`src/rtl/insn_fetch_ctrl.sv`:
```
// Instruction fetch sequencer: requests a word from IMEM, holds it with a valid
// qualifier until decode consumes it, and handles stall, redirect and fetch timeout.
module insn_fetch_ctrl #(
    parameter int TIMEOUT_CYCLES = 16,
    parameter int CNT_W          = 32
) (
    input  logic             i_clk,
    input  logic             i_rst,
    input  logic             i_imem_ack,
    input  logic [31:0]      i_imem_rdata,
    input  logic             i_stall,
    input  logic             i_flush,
    output logic             o_imem_req,
    output logic [31:0]      o_insn,
    output logic             o_insn_vld,
    output logic             o_pc_en,
    output logic [CNT_W-1:0] o_retire_cnt,
    output logic             o_err
);

    localparam int WAIT_W = (TIMEOUT_CYCLES > 2) ? $clog2(TIMEOUT_CYCLES) : 1;
    localparam logic [WAIT_W-1:0] WAIT_LAST = WAIT_W'(TIMEOUT_CYCLES - 1);

    typedef enum logic [1:0] {
        S_IDLE,
        S_FETCH,
        S_VALID,
        S_ERROR
    } state_t;

    state_t             state_q;
    logic               req_q;
    logic [31:0]        insn_q;
    logic               vld_q;
    logic [CNT_W-1:0]   retire_cnt_q;
    logic [CNT_W-1:0]   retire_cnt_d;
    logic               err_q;
    logic [WAIT_W-1:0]  wait_cnt_q;
    logic [WAIT_W-1:0]  wait_cnt_d;
    logic               drop_q;
    logic               pc_en;

    assign pc_en        = (state_q == S_VALID) && !i_stall && !i_flush;
    assign retire_cnt_d = retire_cnt_q + 1'b1;
    assign wait_cnt_d   = wait_cnt_q + 1'b1;

    always_ff @(posedge i_clk or negedge i_rst) begin
        if (!i_rst) begin
            state_q      <= S_IDLE;
            req_q        <= 1'b0;
            insn_q       <= '0;
            vld_q        <= 1'b0;
            retire_cnt_q <= '0;
            err_q        <= 1'b0;
            wait_cnt_q   <= '0;
            drop_q       <= 1'b0;
        end else begin
            case (state_q)
                S_IDLE: begin
                    state_q <= S_FETCH;
                    req_q   <= 1'b1;
                end
                S_FETCH: begin
                    if (i_imem_ack) begin
                        wait_cnt_q <= '0;
                        // A stale response owed to an earlier redirect is swallowed, flush or not.
                        if (drop_q) begin
                            drop_q <= 1'b0;
                        end else if (!i_flush) begin
                            insn_q  <= i_imem_rdata;
                            vld_q   <= 1'b1;
                            req_q   <= 1'b0;
                            state_q <= S_VALID;
                        end
                    end else if (i_flush && !drop_q) begin
                        drop_q     <= 1'b1;
                        wait_cnt_q <= '0;
                    end else if (wait_cnt_q == WAIT_LAST) begin
                        state_q <= S_ERROR;
                        req_q   <= 1'b0;
                        err_q   <= 1'b1;
                    end else begin
                        wait_cnt_q <= wait_cnt_d;
                    end
                end
                S_VALID: begin
                    if (i_flush || !i_stall) begin
                        state_q <= S_FETCH;
                        vld_q   <= 1'b0;
                        req_q   <= 1'b1;
                    end
                    if (pc_en) begin
                        retire_cnt_q <= retire_cnt_d;
                    end
                end
                default: begin
                    // Timeout is terminal until reset; all IMEM and redirect traffic is ignored.
                    req_q <= 1'b0;
                    vld_q <= 1'b0;
                    err_q <= 1'b1;
                end
            endcase
        end
    end

    assign o_imem_req   = req_q;
    assign o_insn       = insn_q;
    assign o_insn_vld   = vld_q;
    assign o_pc_en      = pc_en;
    assign o_retire_cnt = retire_cnt_q;
    assign o_err        = err_q;

endmodule

```
`config.mk`:
```
export PLATFORM = sky130hd
export DESIGN_NAME = insn_fetch_ctrl
export DESIGN_NICKNAME = d
export VERILOG_FILES = /design/src/rtl/insn_fetch_ctrl.sv
export SDC_FILE = /design/constraint.sdc
export NUM_CORES = 1
export LEC_CHECK = 0
export ABC_CLOCK_PERIOD_IN_PS = 2300
export CORE_MARGIN = 8
export CORE_UTILIZATION = 45
export CTS_CLUSTER_DIAMETER = 60
export DETAILED_ROUTE_END_ITERATION = 8
export GPL_TIMING_DRIVEN = 0
export PLACE_DENSITY = 0.85
export SYNTH_ARGS = -nofsm -noshare
export SYNTH_HDL_FRONTEND = slang
export SYNTH_SLANG_ARGS = --single-unit
```
`constraint.sdc`:
```
create_clock -name i_clk -period 2.3 [get_ports i_clk]
set_clock_uncertainty 0.05 [all_clocks]
set_input_delay 0.46 -clock i_clk [delete_from_list [all_inputs] [get_ports i_clk]]
set_output_delay 0.46 -clock i_clk [all_outputs]
set_load 0.02 [all_outputs]
```
## Word level (Yosys, flattened, before mapping)

Cells that the tools add are included.

- $add $sub $neg: 2
- Equality and inequality tests: 15
- Mux-type cells: 28
- Bitwise logic cells: 4
- Reduce and logical (&&, ||, !) cells: 19

Operators by type and width:

| operator | number |
|---|---|
| $add 32x1->32 const B | 1 |
| $mux 1 | 15 |
| $ne 3x3->1 const B | 5 |
| $mux 2 | 6 |
| $mux 4 | 3 |
| $ne 2x2->1 const B | 6 |
| $reduce_and 5->1 | 2 |
| $reduce_and 4->1 | 2 |
| $pmux 1 s3 | 2 |
| $pmux 2 s3 | 1 |
| $reduce_and 2->1 | 3 |
| $reduce_and 6->1 | 1 |
| $add 4x1->4 const B | 1 |
| $eq 4x4->1 const B | 1 |
| $not 1->1 | 4 |
| $logic_and 1x1->1 | 3 |
| $logic_not 1->1 | 3 |
| $reduce_bool 3->1 | 1 |
| $eq 2x1->1 const B | 1 |
| $eq 2x2->1 const B | 1 |
| $logic_not 2->1 | 1 |
| $ne 2x1->1 const B | 1 |
| $pmux 1 s2 | 1 |
| $reduce_bool 2->1 | 1 |
| other kinds (2) | 2 |

- Bits in registers: 74
- Input bits: 37
- Output and inout port bits: 68
- Word-level logic and storage cells: 76

## Logic depth before layout (Yosys ltp)

Gate-level depths: netlist (run 1).

- Word-level depth: 5
- Mapped depth: 6
- Gate-level depth less buffers: 6

## Least setup slack after synthesis (run 1)

Ideal clock, no wire load.

- Path type: register -> register
- From: register retire_cnt_q[0] (netlist: o_retire_cnt[0])
- To: register retire_cnt_q[26] (netlist: o_retire_cnt[26])
- Setup time: 130 ps
- Arrival: 1,626 ps
- Data required time: 2,120 ps
- Setup slack: 494 ps
- Cell stages (with the launch flop): 7
- Buffers on the path: 0
- Clock period less this slack: 1,806 ps
- Path through: dfrtp_1 > ha_1 > and3b_1 > nand4_4 > nor4_4 > nand3_1 > xnor2_1

- Longest elaborated chain between the ends: 1

RTL lines:

| what | line | RTL |
|---|---|---|
| start, declared | 35 | `logic [CNT_W-1:0] retire_cnt_q;` |
| start signal, assigned | 93 | `retire_cnt_q <= retire_cnt_d;` |
| $add 32x1->32 | 44 | `assign retire_cnt_d = retire_cnt_q + 1'b1;` |

No other way between the ends.
A chain may end at the register's enable or synchronous reset.

## Worst setup path in the final report (run 1)

- From: input i_flush
- To: output o_pc_en

- Longest elaborated chain between the ends: 2

RTL lines:

| what | line | RTL |
|---|---|---|
| start, declared | 12 | `input logic i_flush,` |
| $logic_not 1->1 | -- |  |
| $logic_and 1x1->1 | 43 | `assign pc_en = (state_q == S_VALID) && !i_stall && !i_flush;` |
| end, declared | 16 | `output logic o_pc_en,` |

No other way between the ends.

==> results of run 1 <==
-- Yosys cell counts (4+ instances only) --
master / number
nor2_1: 16
mux2_2: 33
nand4_1: 4
and3_1: 5
and4_1: 5
xor2_1: 15
dfrtp_1: 74
a21oi_1: 5
xnor2_1: 16
nand2_1: 21
nand3_1: 15
-- final cells by class --
cell class | count | area [um2]
Fill cell | 503 | 2290
Sequential cell | 74 | 1850
Multi-Input combinational cell | 165 | 1270
Timing Repair Buffer | 105 | 1060
Clock buffer | 13 | 159
Tap cell | 96 | 120
Buffer | 5 | 30.0
Inverter | 2 | 7.51
-- sequential cells by signal (all words and copies together), names as in the netlist --
name / count
o_insn: 32
o_retire_cnt: 32
wait_cnt_q: 4
state_q: 2
drop_q: 1
o_err: 1
o_imem_req: 1
o_insn_vld: 1
-- stage by stage --
step	TNS [ps]	instance area [um2]	utilization, %	hold WS [ps]
after floorplan	0	3150	-	114
after global placement	-134740	4300	63.3	395
after detailed placement	-597	4330	63.7	362
after CTS	0	4510	66.4	418
after global routing	0	4500	66.3	439
final	0	4500	66.3	413
-- layer usage --
| layer | track usage [%] | routed length [um] | vias up |
|---|---|---|---|
| met1 | 17.0 | 3010 | 1110 |
| li1 | - | - | 1081 |
| met5 | 0 | 0 | - |
| met3 | 5.31 | 521 | 10 |
| met4 | 6.87 | 122 | 0 |
| met2 | 22.8 | 3490 | 74 |
-- logic make-up after synthesis --
family,synth area share [%]
AO/OA/AOI/OAI,2.30
XOR/XNOR,8.61
adder cells (fa/ha/maj),0.794
buffers and inverters,1.19
flip-flops,58.8
multiplexers,11.8
AND/OR/NAND/NOR,16.6
-- where the power goes --
group	leakage, uW	switching [uW]	internal (uW)
clock network	0.0000815	422	434
logic	0.000988	727	835
registers	0.000958	176	1630
-- how the worst min path moves through the flow --
stage	to	slack, ps	cells past startpoint
after detailed placement	o_retire_cnt[27]$_DFFE_PN0P_	360	1
after global routing	o_err$_DFFE_PN0P_	440	1
after floorplan	drop_q$_DFFE_PN0P_	110	0
final	o_retire_cnt[31]$_DFFE_PN0P_	410	1
after CTS	o_err$_DFFE_PN0P_	420	1
after global placement	o_err$_DFFE_PN0P_	390	1
-- worst max-delay path, cell delays in order --
cell,delay [ps]
clkdlybuf4s50_1,490
nor3b_2,280
nor2b_4,230
clkbuf_2,190
-- timing repair --
item                                   4_1_cts  5_1_grt
resized for setup                            4        2
hold buffers                                 1        0
setup endpoints to repair                    1        1
endpoints found under the hold margin       28        0
pin swaps                                    0        1
cloned                                       0        0
==> results.json, run 1 <==
{
  "antenna-diode-count": 0,
  "dp_slack_ps": -474,
  "power.density_mw_per_mm2": 937,
  "endpoint_kind": "output pin",
  "synth_edf_count": 0,
  "power_uw": 4220,
  "clock_path_buffers": 2,
  "hold_viol": 0,
  "post_drt_wl_per_cell_um": 15.5,
  "period_share_pct": 93.8,
  "syn-cell-area_mm2": 0.00315,
  "layout_commonest_cell": "clkdlybuf4s50_1",
  "cts_tree": "done",
  "fp.coreArea_mm2": 0.00679,
  "io_buffers": 103,
  "postCtsSetupRepairBufs": 0,
  "worstSetupPathType": "input port to output pin",
  "yosysUniqueCellTypes": 37,
  "drc": 0,
  "antenna_left": 0,
  "drive_gt1_share_pct": 17.0,
  "rrSetupSlack_ps": 400,
  "ys_ff_latch": 74,
  "post-synth-top-area-cell": "dfrtp_1",
  "cp.required_ps": 1790,
  "start_util_pct": 46.4,
  "hpwl_um": 5430,
  "finalSetupViolCount": 0,
  "maxSlewViolCount": 0,
  "drt_iter0_drc": 42,
  "antenna_found_initial": 0,
  "grt_first_pass_wirelength_um": 11400,
  "clkLatencyLatePin_ps": 340,
  "fin_nets": 401,
  "p_leak_uw": 0.00203,
  "dpl.cell_count": 446,
  "rows": 30,
  "synth_top_area_share_pct": 58.8,
  "async_flop_share_pct": 100,
  "worst_setup_path_start_kind": "input port",
  "ios": 105,
  "r2r_cells": 6,
  "fmax_mhz": 463,
  "viasPerCell": 4.95,
  "route.vias.total": 2275,
  "clock-sinks": 74,
  "min_path_type": "register to register",
  "crit_path_max_fanout": 4,
  "endpoint": "o_pc_en",
  "cts_buffers": 9,
  "cts_root_buf": "clkbuf_8",
  "grt_pass1_vias": 2324,
  "syn_area_per_cell_um2": 12.8,
  "overflow": 0,
  "slew_headroom_pct": 54.3,
  "synth_fp_nets": 285,
  "grt.total_usage_pct": 14.5,
  "design.die.area_mm2": 0.00994,
  "htree_levels": 3,
  "crit_start": "i_flush",
  "clkTransAtPathRegs_ps": 60,
  "final.min_clock_period_ps": 2160,
  "r2r-end": "o_retire_cnt[27]$_DFFE_PN0P_",
  "die_h_um": 99.7,
  "drt_pre_antenna_iters": 4,
  "worst_pin_slew_ps": 680,
  "status": "complete, no violations",
  "wirelength_um": 7140,
  "cp_data_arrival_time_ps": 1650,
  "netlist_instances": 246,
  "r2r_start": "state_q[0]$_DFFE_PN0P_",
  "setup_slack_ps": 142,
  "rsz0062_at_grt": "false",
  "gp_congestion": 0.732,
  "ys.flop_type": "dfrtp_1",
  "final_cell_mix": "101 x clkdlybuf4s50_1, 74 x dfrtp_1, 33 x mux2_2, 21 x nand2_1",
  "die_w_um": 99.7,
  "grt_max_degree": 47,
  "vdd_drop_max_uv": 754,
  "ys_warn_count": 0,
  "min_from": "o_retire_cnt[31]$_DFFE_PN0P_",
  "ys_seq_area_share_pct": 58.8,
  "fin_cells": 460,
  "cap_violations": 0,
  "area_growth_pct": 42.9,
  "synth_area_leaders": "dfrtp_1 59%, mux2_2 12%, xnor2_1 4.4%"
}
Power figures use the tool's default switching activity.
==> inputs of run 2 (changes only) <==
SETUP_SLACK_MARGIN = 0.5   (was unset)
SKIP_CTS_REPAIR_TIMING = 1   (was unset)
==> results.json, run 2 (same netlist as run 1, synthesis figures left out) <==
{
  "clkTransAtPathRegs_ps": 80,
  "min_path_type": "register to register",
  "rsz0062_at_grt": "true",
  "post_drt_wl_per_cell_um": 16.4,
  "cts_tree": "done",
  "vdd_drop_max_uv": 527,
  "grt.total_usage_pct": 15.0,
  "grt_pass1_vias": 2457,
  "worst_pin_slew_ps": 396,
  "drt_iter0_drc": 60,
  "fin_cells": 471,
  "route.vias.total": 2376,
  "grt_first_pass_wirelength_um": 12000,
  "start_util_pct": 46.4,
  "dpl.cell_count": 446,
  "dp_slack_ps": -467,
  "p_clk_share_pct": 25.1,
  "holdPathStages": 1,
  "final_cell_mix": "72 x dfrtp_1, 69 x dlymetal6s2s_1, 33 x mux2_2, 32 x clkdlybuf4s50_1, 21 x nand2_1",
  "top_layer_used": "met4",
  "fill_cells": 455,
  "drt_pre_antenna_iters": 6,
  "viasPerCell": 5.04,
  "wirelength_um": 7710,
  "design.die.area_mm2": 0.00994,
  "pwr-share-seq_pct": 40.5,
  "ios": 105,
  "gp_congestion": 0.733,
  "fin_area_mm2": 0.00486,
  "drive_gt1_share_pct": 23.5,
  "antenna_left": 0,
  "worstSetupPathType": "register to output pin",
  "wl_met1_um": 3190,
  "layout_commonest_cell": "dfrtp_1",
  "clkLatencyLatePin_ps": 340,
  "overflow": 0,
  "finalSetupViolCount": 0,
  "die_h_um": 99.7,
  "cts_root_buf": "clkbuf_8",
  "cp.required_ps": 1790,
  "die_w_um": 99.7,
  "period_share_pct": 80.9,
  "antenna_found_initial": 0,
  "htree_levels": 3,
  "p_leak_uw": 0.00313,
  "regArea_mm2": 0.00185,
  "slew_headroom_pct": 73.5,
  "hold_viol": 0,
  "status": "complete, no violations",
  "clock_path_buffers": 2,
  "cap_violations": 0,
  "p_sw_uw": 1370,
  "maxSlewViolCount": 0,
  "fin_util_pct": 71.5,
  "rows": 30,
  "r2r_cells": 6,
  "p_sw_share_pct": 31.1,
  "routed-wl-met3_um": 399,
  "clock-sinks": 74,
  "setup_slack_ps": 439,
  "final.min_clock_period_ps": 1860,
  "pwr-share-comb_pct": 34.4,
  "dr_wl_met2_um": 4000,
  "fp.coreArea_mm2": 0.00679,
  "antenna-diode-count": 0,
  "area_growth_pct": 54.1,
  "intPower_uw": 3050,
  "fmax_mhz": 537,
  "drc": 0,
  "crit_path_max_fanout": 7,
  "worst_setup_path_start_kind": "register",
  "io_buffers": 103,
  "grt_max_degree": 53,
  "endpoint_kind": "output pin",
  "multiInputGateArea_mm2": 0.00133,
  "power.density_mw_per_mm2": 910,
  "hpwl_um": 5470,
  "placed_area_mm2": 0.00433,
  "cp_data_arrival_time_ps": 1350,
  "cts_buffers": 9,
  "fin_nets": 409
}
==> run 2: changes by cell type in the layout (fill, tap and decap cells not counted), moves of 4 or more <==
| cell | delta |
|---|---|
| clkdlybuf4s50_1 | -69 |
| dlymetal6s2s_1 | +69 |
| buf_4 | +8 |
| nor2_1 | -4 |
| nor2_2 | +4 |
==> run 2: worst max-delay path, cell delays in order (launching register included) <==
cell and delay (ps):
dfrtp_2 450, nor3b_2 240, nor2b_4 180, buf_4 140
==> run 2: worst paths after layout <==
| kind | start | endpoint | slack, ps |
|---|---|---|---|
| min in group asynchronous | i_rst | o_retire_cnt[27]$_DFFE_PN0P_ | 500 |
| worst max-delay path | state_q[0]$_DFFE_PN0P_ | o_pc_en | 440 |
| worst max register to register | o_retire_cnt[1]$_DFFE_PN0P_ | o_retire_cnt[24]$_DFFE_PN0P_ | 480 |
| max in group asynchronous | i_rst | o_retire_cnt[0]$_DFFE_PN0P_ | 1110 |
| worst min register to register | o_err$_DFFE_PN0P_ | o_err$_DFFE_PN0P_ | 410 |
| worst min-delay path | o_err$_DFFE_PN0P_ | o_err$_DFFE_PN0P_ | 410 |
==> run 2: power groups by stage <==
stage          Sequential, uW  Clock [uW]  Combinational (uW)
6_report                 1790        1110                1520
4_1_cts                  1800        1140                1580
5_1_grt                  1840        1200                1620
3_5_place_dp             1830           0                1580
2_1_floorplan            2190           0                 407
3_3_place_gp             1810           0                1540
==> run 2: per-layer routing <==
metal	track usage [%]	up-vias
met3	5.03	13
met2	25.1	80
met1	17.7	1177
met5	0	-
met4	4.77	0
li1	-	1106
==> run 2: cell type report <==
| cell class | count | area share, % |
|---|---|---|
| multi-input combinational | 165 | 27.3 |
| tap | 96 | 2.47 |
| buffer | 5 | 0.618 |
| clock buffer | 11 | 2.91 |
| inverter | 2 | 0.155 |
| sequential | 74 | 38.2 |
| clock inverter | 5 | 1.60 |
| timing repair buffer | 113 | 26.8 |
==> run 2: per-stage QoR <==
step	power [uW]	hold slack [ps]	TNS (ps)
floorplan	2590	114	0
global placement	3350	393	-133200
detailed placement	3410	331	-570
CTS	4520	-41.0	-501
global route	4660	421	0
finish	4420	406	0
==> inputs of run 3 (changes only) <==
ABC_CLOCK_PERIOD_IN_PS = 1900   (was 2300)
clock period = 1.9 ns   (was 2.3 ns; I/O delays follow)
==> results.json, run 3 (same netlist as run 1, synthesis figures left out) <==
{
  "status": "complete, no violations",
  "endpoint_kind": "register",
  "fmax_mhz": 532,
  "drive_gt1_share_pct": 49.0,
  "clock_path_buffers": 2,
  "fp.coreArea_mm2": 0.00679,
  "worstSetupPathType": "register to register",
  "fin_util_pct": 73.0,
  "min_path_type": "input port to register",
  "grt.total_usage_pct": 15.0,
  "rsz0062_at_grt": "true",
  "power_uw": 5220,
  "placed_area_mm2": 0.00442,
  "die_w_um": 99.7,
  "multiInputGateArea_mm2": 0.00145,
  "post_drt_wl_per_cell_um": 16.3,
  "path_cells": "and4bb_4 -> and4_1 -> buf_6 -> nand4_4 -> nor2_1 -> xor2_1",
  "antenna_found_initial": 0,
  "hpwl_um": 5380,
  "fin_cells": 496,
  "fill_cells": 450,
  "cp.required_ps": 2110,
  "dpl.cell_count": 446,
  "finalSetupViolCount": 0,
  "clock-sinks": 74,
  "route.vias.total": 2458,
  "wirelength_um": 8060,
  "rows": 30,
  "htree_levels": 3,
  "design.die.area_mm2": 0.00994,
  "cts_tree": "done",
  "grt_first_pass_wirelength_um": 11800,
  "critical_path.max_stage_delay_ps": 450,
  "power.density_mw_per_mm2": 1050,
  "vdd_drop_max_uv": 838,
  "drt_pre_antenna_iters": 4,
  "clkTransAtPathRegs_ps": 80,
  "cp_data_arrival_time_ps": 2090,
  "crit_path_max_fanout": 7,
  "io_buffers": 103,
  "drc": 0,
  "grt_max_degree": 42,
  "ios": 105,
  "die_h_um": 99.7,
  "fin_nets": 434,
  "cp_slowest_cell": "dfrtp_2",
  "slew_headroom_pct": 70.0,
  "regArea_mm2": 0.00188,
  "viasPerCell": 4.96,
  "final.min_clock_period_ps": 1880,
  "cap_violations": 0,
  "worst_pin_slew_ps": 450,
  "period_share_pct": 99.0,
  "fin_area_mm2": 0.00496,
  "grt_pass1_vias": 2388,
  "final_cell_mix": "50 x dfrtp_1, 34 x buf_4, 33 x mux2_2, 32 x clkdlybuf4s50_1, 26 x buf_6",
  "clkLatencyLatePin_ps": 350,
  "overflow": 0,
  "antenna_left": 0,
  "drt_iter0_drc": 45,
  "maxSlewViolCount": 0,
  "p_leak_uw": 0.00256,
  "start_util_pct": 46.4,
  "gp_congestion": 0.810,
  "cts_buffers": 9,
  "hold_viol": 0,
  "worst_setup_path_start_kind": "register",
  "antenna-diode-count": 0,
  "cts_root_buf": "clkbuf_8",
  "layout_commonest_cell": "dfrtp_1",
  "area_growth_pct": 57.4
}
run 3: cell types whose count changed in the layout (fill, tap and decap cells not counted), moves of 22 or more:
cell	previous run	this run
buf_6	2	26
dlymetal6s2s_1	69	21
dfrtp_1	72	50
dfrtp_2	2	24
buf_4	9	34
clkbuf_2	0	22
run 3: routing by layer:
layer | track usage, % | vias to the layer above | wire length, um
li1 | - | 1154 | -
met1 | 17.4 | 1219 | 3430
met2 | 24.1 | 72 | 4070
met3 | 4.82 | 13 | 439
met4 | 8.03 | 0 | 132
met5 | 0 | - | 0
run 3: worst max-delay path: cells and delay by family, from the launching register on:
family        cells  cell delay [ps]
flops             1              450
simple gates      4             1020
buf+inv           1              120
xor+xnor          1              160
run 3: layout make-up:
cell class / instances / share of cell area [%]
Multi-Input combinational cell: 165 / 29.3
Tap cell: 96 / 2.42
Clock inverter: 5 / 1.11
Sequential cell: 74 / 37.9
Buffer: 5 / 0.757
Timing Repair Buffer: 138 / 25.5
Inverter: 2 / 0.151
Clock buffer: 11 / 2.85
run 3: final timing paths:
check                                             from                      endpoint  slack (ps)  cells after the start
worst min-delay path                           i_flush   o_retire_cnt[3]$_DFFE_PN0P_         410                      4
max in group asynchronous                        i_rst   o_retire_cnt[1]$_DFFE_PN0P_         750                      3
worst max register to register  state_q[0]$_DFFE_PN0P_  o_retire_cnt[23]$_DFFE_PN0P_          20                      6
worst max-delay path            state_q[0]$_DFFE_PN0P_  o_retire_cnt[23]$_DFFE_PN0P_          20                      6
worst min register to register       o_err$_DFFE_PN0P_             o_err$_DFFE_PN0P_         430                      1
min in group asynchronous                        i_rst  o_retire_cnt[26]$_DFFE_PN0P_         460                      2
run 3: through the flow:
stage / hold WS [ps] / worst slack [ps] / TNS (ps)
floorplan: 34.4 / 262 / 0
CTS: -89.7 / -615 / -849
global placement: 393 / -2370 / -168050
detailed placement: 300 / -601 / -9690
finish: 408 / 18.7 / 0
global route: 416 / -42.2 / -181
run 3: report_power, final:
group          leakage (uW)  switching [uW]  internal [uW]
Sequential         0.000920             218           1970
Clock             0.0000953             578            638
Combinational       0.00155             918            893
